## src/rtl/fetch_mem_pkg.sv

```systemverilog
// ----------------------------------------------------------------------------
// fetch_mem_pkg
// Shared encodings for the instruction-fetch / data-memory sequencer:
//   - memory command codes driven on mem_cmd
//   - branch mode codes accepted on branch_mode
//   - sequencer state enum
// ----------------------------------------------------------------------------
package fetch_mem_pkg;

    typedef enum logic [1:0] {
        MEM_NONE  = 2'b00,
        MEM_READ  = 2'b01,
        MEM_WRITE = 2'b10
    } mem_cmd_e;

    typedef enum logic [1:0] {
        BR_HOLD = 2'b00,
        BR_REL  = 2'b01,
        BR_ABS  = 2'b10
    } br_mode_e;

    typedef enum logic [1:0] {
        ST_IDLE,
        ST_FETCH,
        ST_LOAD,
        ST_STORE
    } state_e;

endpackage

```

## src/rtl/pc_next_logic.sv

```systemverilog
// ----------------------------------------------------------------------------
// pc_next_logic
// Combinational next-PC selection. Priority: reset > increment > branch > hold.
// Ports:
//   reset_i        active-low reset, forces RESET_PC
//   pc_i           current PC
//   inc_i          completed fetch, advance PC by one
//   branch_en_i    branch request qualified by the sequencer being idle
//   branch_mode_i  BR_REL / BR_ABS / BR_HOLD
//   branch_off_i   signed offset for BR_REL
//   branch_tgt_i   absolute target for BR_ABS
//   pc_o           next PC value
// ----------------------------------------------------------------------------
module pc_next_logic
    import fetch_mem_pkg::*;
#(
    parameter int              ADDR_W   = 9,
    parameter int              OFF_W    = 8,
    parameter logic [ADDR_W-1:0] RESET_PC = '0
) (
    input  logic              reset_i,
    input  logic [ADDR_W-1:0] pc_i,
    input  logic              inc_i,
    input  logic              branch_en_i,
    input  logic [1:0]        branch_mode_i,
    input  logic [OFF_W-1:0]  branch_off_i,
    input  logic [ADDR_W-1:0] branch_tgt_i,
    output logic [ADDR_W-1:0] pc_o
);

    logic [ADDR_W-1:0] off_ext;

    // Size cast of a signed operand sign-extends the offset to the PC width.
    assign off_ext = ADDR_W'(signed'(branch_off_i));

    always_comb begin
        // NOTE: default assignment first so every path drives pc_o and no latch is inferred.
        pc_o = pc_i;
        if (!reset_i) begin
            pc_o = RESET_PC;
        end else if (inc_i) begin
            pc_o = pc_i + 1'b1;
        end else if (branch_en_i) begin
            unique case (branch_mode_i)
                BR_REL:  pc_o = pc_i + off_ext;
                BR_ABS:  pc_o = branch_tgt_i;
                default: pc_o = pc_i;
            endcase
        end
    end

endmodule

```

## src/rtl/fetch_mem_unit.sv

```systemverilog
// ----------------------------------------------------------------------------
// fetch_mem_unit
// Instruction-fetch and data-memory sequencer with wait-state handshake.
// Owns the PC, instruction register and data address register.
// Ports:
//   clk, reset                  clock, synchronous active-low reset
//   req_fetch/req_load/req_store access requests (store > load > fetch)
//   data_addr, store_data       data-side address and write data
//   branch_take/mode/off/tgt    PC update, honoured only while idle
//   mem_rdata, mem_ready        memory read data and completion
//   mem_cmd, mem_addr, mem_wdata memory command port
//   instr, instr_valid          instruction register and update pulse
//   load_data, load_valid       last loaded word and update pulse
//   pc                          current PC (link value for BL)
//   busy                        an access is in flight
// ----------------------------------------------------------------------------
module fetch_mem_unit
    import fetch_mem_pkg::*;
#(
    parameter int              ADDR_W   = 9,
    parameter int              DATA_W   = 16,
    parameter int              OFF_W    = 8,
    parameter logic [ADDR_W-1:0] RESET_PC = '0
) (
    input  logic              clk,
    input  logic              reset,
    input  logic              req_fetch,
    input  logic              req_load,
    input  logic              req_store,
    input  logic [ADDR_W-1:0] data_addr,
    input  logic [DATA_W-1:0] store_data,
    input  logic              branch_take,
    input  logic [1:0]        branch_mode,
    input  logic [OFF_W-1:0]  branch_off,
    input  logic [ADDR_W-1:0] branch_tgt,
    input  logic [DATA_W-1:0] mem_rdata,
    input  logic              mem_ready,
    output logic [1:0]        mem_cmd,
    output logic [ADDR_W-1:0] mem_addr,
    output logic [DATA_W-1:0] mem_wdata,
    output logic [DATA_W-1:0] instr,
    output logic              instr_valid,
    output logic [DATA_W-1:0] load_data,
    output logic              load_valid,
    output logic [ADDR_W-1:0] pc,
    output logic              busy
);

    state_e            state_q;
    logic [ADDR_W-1:0] pc_q, pc_d;
    logic [ADDR_W-1:0] addr_q;
    logic [DATA_W-1:0] wdata_q;
    logic [DATA_W-1:0] instr_q;
    logic [DATA_W-1:0] load_data_q;
    logic              instr_valid_q;
    logic              load_valid_q;
    logic              fetch_done;
    logic              branch_en;

    assign fetch_done = (state_q == ST_FETCH) && mem_ready;
    assign branch_en  = (state_q == ST_IDLE) && branch_take;

    pc_next_logic #(
        .ADDR_W   (ADDR_W),
        .OFF_W    (OFF_W),
        .RESET_PC (RESET_PC)
    ) u_pc_next (
        .reset_i       (reset),
        .pc_i          (pc_q),
        .inc_i         (fetch_done),
        .branch_en_i   (branch_en),
        .branch_mode_i (branch_mode),
        .branch_off_i  (branch_off),
        .branch_tgt_i  (branch_tgt),
        .pc_o          (pc_d)
    );

    always_ff @(posedge clk) begin
        // NOTE: non-blocking assignments so every register samples pre-edge values.
        // pc_d already resolves reset, so the PC register loads it unconditionally.
        // A branch in the same idle cycle as a fetch lands here first, so the
        // FETCH state addresses the updated PC.
        pc_q <= pc_d;
        if (!reset) begin
            state_q       <= ST_IDLE;
            addr_q        <= '0;
            wdata_q       <= '0;
            instr_q       <= '0;
            load_data_q   <= '0;
            instr_valid_q <= 1'b0;
            load_valid_q  <= 1'b0;
        end else begin
            instr_valid_q <= 1'b0;
            load_valid_q  <= 1'b0;
            unique case (state_q)
                ST_IDLE: begin
                    if (req_store) begin
                        addr_q  <= data_addr;
                        wdata_q <= store_data;
                        state_q <= ST_STORE;
                    end else if (req_load) begin
                        addr_q  <= data_addr;
                        state_q <= ST_LOAD;
                    end else if (req_fetch) begin
                        state_q <= ST_FETCH;
                    end
                end
                ST_FETCH: begin
                    if (mem_ready) begin
                        instr_q       <= mem_rdata;
                        instr_valid_q <= 1'b1;
                        state_q       <= ST_IDLE;
                    end
                end
                ST_LOAD: begin
                    if (mem_ready) begin
                        load_data_q  <= mem_rdata;
                        load_valid_q <= 1'b1;
                        state_q      <= ST_IDLE;
                    end
                end
                ST_STORE: begin
                    if (mem_ready) begin
                        state_q <= ST_IDLE;
                    end
                end
                default: state_q <= ST_IDLE;
            endcase
        end
    end

    // Memory port is decoded from registered state only; holding state during
    // a wait therefore holds command and address stable.
    always_comb begin
        mem_cmd  = MEM_NONE;
        mem_addr = pc_q;
        unique case (state_q)
            ST_FETCH: begin
                mem_cmd  = MEM_READ;
                mem_addr = pc_q;
            end
            ST_LOAD: begin
                mem_cmd  = MEM_READ;
                mem_addr = addr_q;
            end
            ST_STORE: begin
                mem_cmd  = MEM_WRITE;
                mem_addr = addr_q;
            end
            default: begin
                mem_cmd  = MEM_NONE;
                mem_addr = pc_q;
            end
        endcase
    end

    assign mem_wdata   = wdata_q;
    assign instr       = instr_q;
    assign instr_valid = instr_valid_q;
    assign load_data   = load_data_q;
    assign load_valid  = load_valid_q;
    assign pc          = pc_q;
    assign busy        = (state_q != ST_IDLE);

endmodule

```

## config.mk

```make
export PLATFORM = sky130hd
export DESIGN_NAME = fetch_mem_unit
export DESIGN_NICKNAME = d
export VERILOG_FILES = /design/src/rtl/fetch_mem_pkg.sv /design/src/rtl/pc_next_logic.sv /design/src/rtl/fetch_mem_unit.sv
export SDC_FILE = /design/constraint.sdc
export NUM_CORES = 1
export LEC_CHECK = 0
export CORE_MARGIN = 1
export CORE_UTILIZATION = 40
export DETAILED_ROUTE_END_ITERATION = 8
export GPL_TIMING_DRIVEN = 0
export PLACE_DENSITY = 0.75
export RECOVER_POWER = 25
export SLEW_MARGIN = 20
export SYNTH_ARGS = -nofsm -noshare
export SYNTH_HDL_FRONTEND = slang
export SYNTH_HIERARCHICAL = 1
export SYNTH_SLANG_ARGS = --single-unit
```

## constraint.sdc

```tcl
create_clock -name clk -period 2.6 [get_ports clk]
set_clock_uncertainty 0.1 [all_clocks]
set_input_delay 0.26 -clock clk [delete_from_list [all_inputs] [get_ports clk]]
set_output_delay 0.26 -clock clk [all_outputs]
set_load 0.01 [all_outputs]
```

==> results.cfg <==
[placed_design]
dp_cells = 647
hpwl_um = 7230
place_congestion = 0.912
pre_cts_slack_ns = -0.0302
portBuffers = 137

[logic_synthesis]
yosysWarnings = 6
synth_edf_count = 0
ys_types = 49
syn-num-nets = 489
synth_top_family_by_area = compound AO/OA/AOI/OAI gates
synth_simple_gate_area_frac = 0.204
synth-main-ff-cell = dfxtp_1
syn_area_per_cell_um2 = 8.61
synth_compound_area_frac = 0.212
yosysSeqAreaShare = 0.402
synth_xor_area_frac = 0.0126
syn_area_mm2 = 0.00349
synth_cells = 405
synth-async-reset-ratio = 0
yosys-mux-area-fraction = 0.0578
synthAdderAreaFrac = 0.0632
synth_seq_cells = 70

[finish]
nets = 638
fin_cells = 664
syn2layout_area_growth_pct = 50.8
layout_common_cells = 122 x clkdlybuf4s50_1, 109 x nand2_1, 69 x dfxtp_1, 25 x a21boi_0, 23 x a21boi_1
layout-drive-gt1-share = 0.0805
n_antenna_cell = 0
fillers = 722
final_common_cell = clkdlybuf4s50_1

[status]
outcome = finished clean

[timing]
hold_violations = 0
tightest_slew_ns = 0.628
slew_viol_final = 0
fin_crit_ns = 2.51
fin_crit_sh = 0.967
slew_headroom = 0.581
rsz0062_at_grt = false
clock.fmax_mhz = 398
setup_viol = 0
setup_ws_ns = 0.0857

[power_and_ir_drop]
vdd_ir_drop_max_v = 0.000287
power_density_mw_per_mm2 = 600
leakage_uw = 0.00209

[global_routing]
grt-ovfl-total = 0
grt_pass1_wl_um = 14400
grt_max_degree = 15
antenna_found_initial = 0
grt_pass1_vias = 3152
track_usage = 0.205

[hold_path]
worstHoldStart = mem_wdata[6]
min_path_type = register to register

[die]
fp-row-count = 33
io_pins = 138
start_util = 0.418
dieArea_mm2 = 0.00910
die_h_um = 95.4
dieWidth_um = 95.4
core_area_mm2 = 0.00834

[drt]
vias = 3384
drc_errors = 0
antenna_left = 0
viasPerCell = 5.10
drt-initial-drc-count = 77
drt_pass1_iterations = 4
wirelength_um = 9380
wl_per_cell_um = 14.1

[clock_tree]
cts_buffer_depth = 2
cts.hold.buffers_added = 0
cts_made_buffers = 9
insertion_delay_ns = 0.34
cts.clk_slew.worst_paths_ns = 0.07
tritoncts = yes
cts_root_buf = clkbuf_8
ctsHtreeMaxLevel = 3
cts.sink_count = 70

[worst_setup_path]
cp_max_fo = 9
cp-start-kind = register
crit_start = state_q[0]
cp-end-kind = output port
arrival_ns = 2.15
rrSetupSlack_ns = 0.17
critPathRequiredTime_ns = 2.24
crit_type = register to output port
r2r-start = state_q[1]

[flow_run]
maxCapViolations = 0
## synth_stat cells (3+ instances only)
cell / n / area share
nor2b_1: 11 / 0.020
o21a_1: 3 / 0.0065
and2_1: 4 / 0.0072
nand3_1: 6 / 0.0086
clkbuf_1: 9 / 0.0097
buf_2: 3 / 0.0043
a21o_1: 4 / 0.0086
buf_4: 3 / 0.0065
buf_6: 5 / 0.016
a21oi_1: 9 / 0.013
nor3_1: 8 / 0.011
mux2i_1: 10 / 0.029
a221oi_1: 6 / 0.015
a21boi_1: 29 / 0.062
mux2_2: 9 / 0.029
xor2_1: 3 / 0.0075
nand2_1: 109 / 0.12
o21ai_0: 6 / 0.0086
nand2b_1: 3 / 0.0054
o21ai_1: 3 / 0.0043
dfxtp_1: 70 / 0.40
ha_1: 16 / 0.057
and3_1: 3 / 0.0054
a211oi_1: 6 / 0.013
inv_1: 9 / 0.0097
nor2_1: 12 / 0.013
a21boi_0: 19 / 0.041
nand4_1: 3 / 0.0054
## power breakdown
| group | switching (µW) | internal [µW] |
|---|---|---|
| logic | 422 | 498 |
| registers | 76.9 | 1160 |
| clock network | 402 | 592 |
## final cells by class
type	count	area (µm²)	area share
buffer	21	129	0.0245
clock buffer	11	151	0.0288
clock inverter	5	81.3	0.0155
inverter	10	37.5	0.00714
multi-input combinational	304	1930	0.367
sequential	70	1400	0.267
tap	105	131	0.0250
timing repair buffer	138	1400	0.265
## critical path, stage by stage, from the launching register on
cell and delay, ns:
dfxtp_2 0.36, inv_1 0.08, ha_1 0.26, nor2_4 0.14
buf_12 0.13, mux2_2 0.35, clkdlybuf4s50_1 0.48
## sequential cells by signal (all words and copies together), names as in the netlist
name	flops
instr_valid	1
state_q	2
load_valid	1
instr	16
addr_q	9
pc	9
mem_wdata	16
load_data	16
## logic make-up after synthesis
logic type	after synthesis
adders and majority gates	17
buffers and inverters	31
muxes	19
DFF	70
AOI/OAI and AO/OA	99
xor gates and xnor gates	5
and+or+nand+nor	164
## metrics by stage
step / hold WS (ns) / util / power (µW) / setup TNS [ns] / instance area [µm²]
after floorplan: 0.276 / - / 1750 / 0 / 3490
after global placement: 0.340 / 0.598 / 2150 / -0.0212 / 4990
after detailed placement: 0.345 / 0.598 / 2170 / -0.0302 / 4990
after CTS: 0.344 / 0.629 / 3200 / 0 / 5250
after global routing: 0.350 / 0.631 / 3310 / 0 / 5260
final: 0.354 / 0.631 / 3150 / 0 / 5260
## timing repair
action | CTS | global route
resized for setup | 1 | 5
endpoints found under the setup margin | 9 | 11
pin swaps | 1 | 0
setup buffers | 1 | 0
## worst paths after layout
kind	to	cells after the start
setup / recovery	mem_addr[4]	6
hold / removal	mem_wdata[6]	2
setup reg to reg	pc[6]	12
hold reg to reg	mem_wdata[6]	2
## layer usage
layer  global-route usage  vias up  share of wire
li1                     -     1690              -
met1                0.243     1555           0.43
met2                0.358      127           0.47
met3               0.0622       12          0.085
met4               0.0522        0         0.0095
met5                    0        -              0
(Power assumes the default switching activity.)
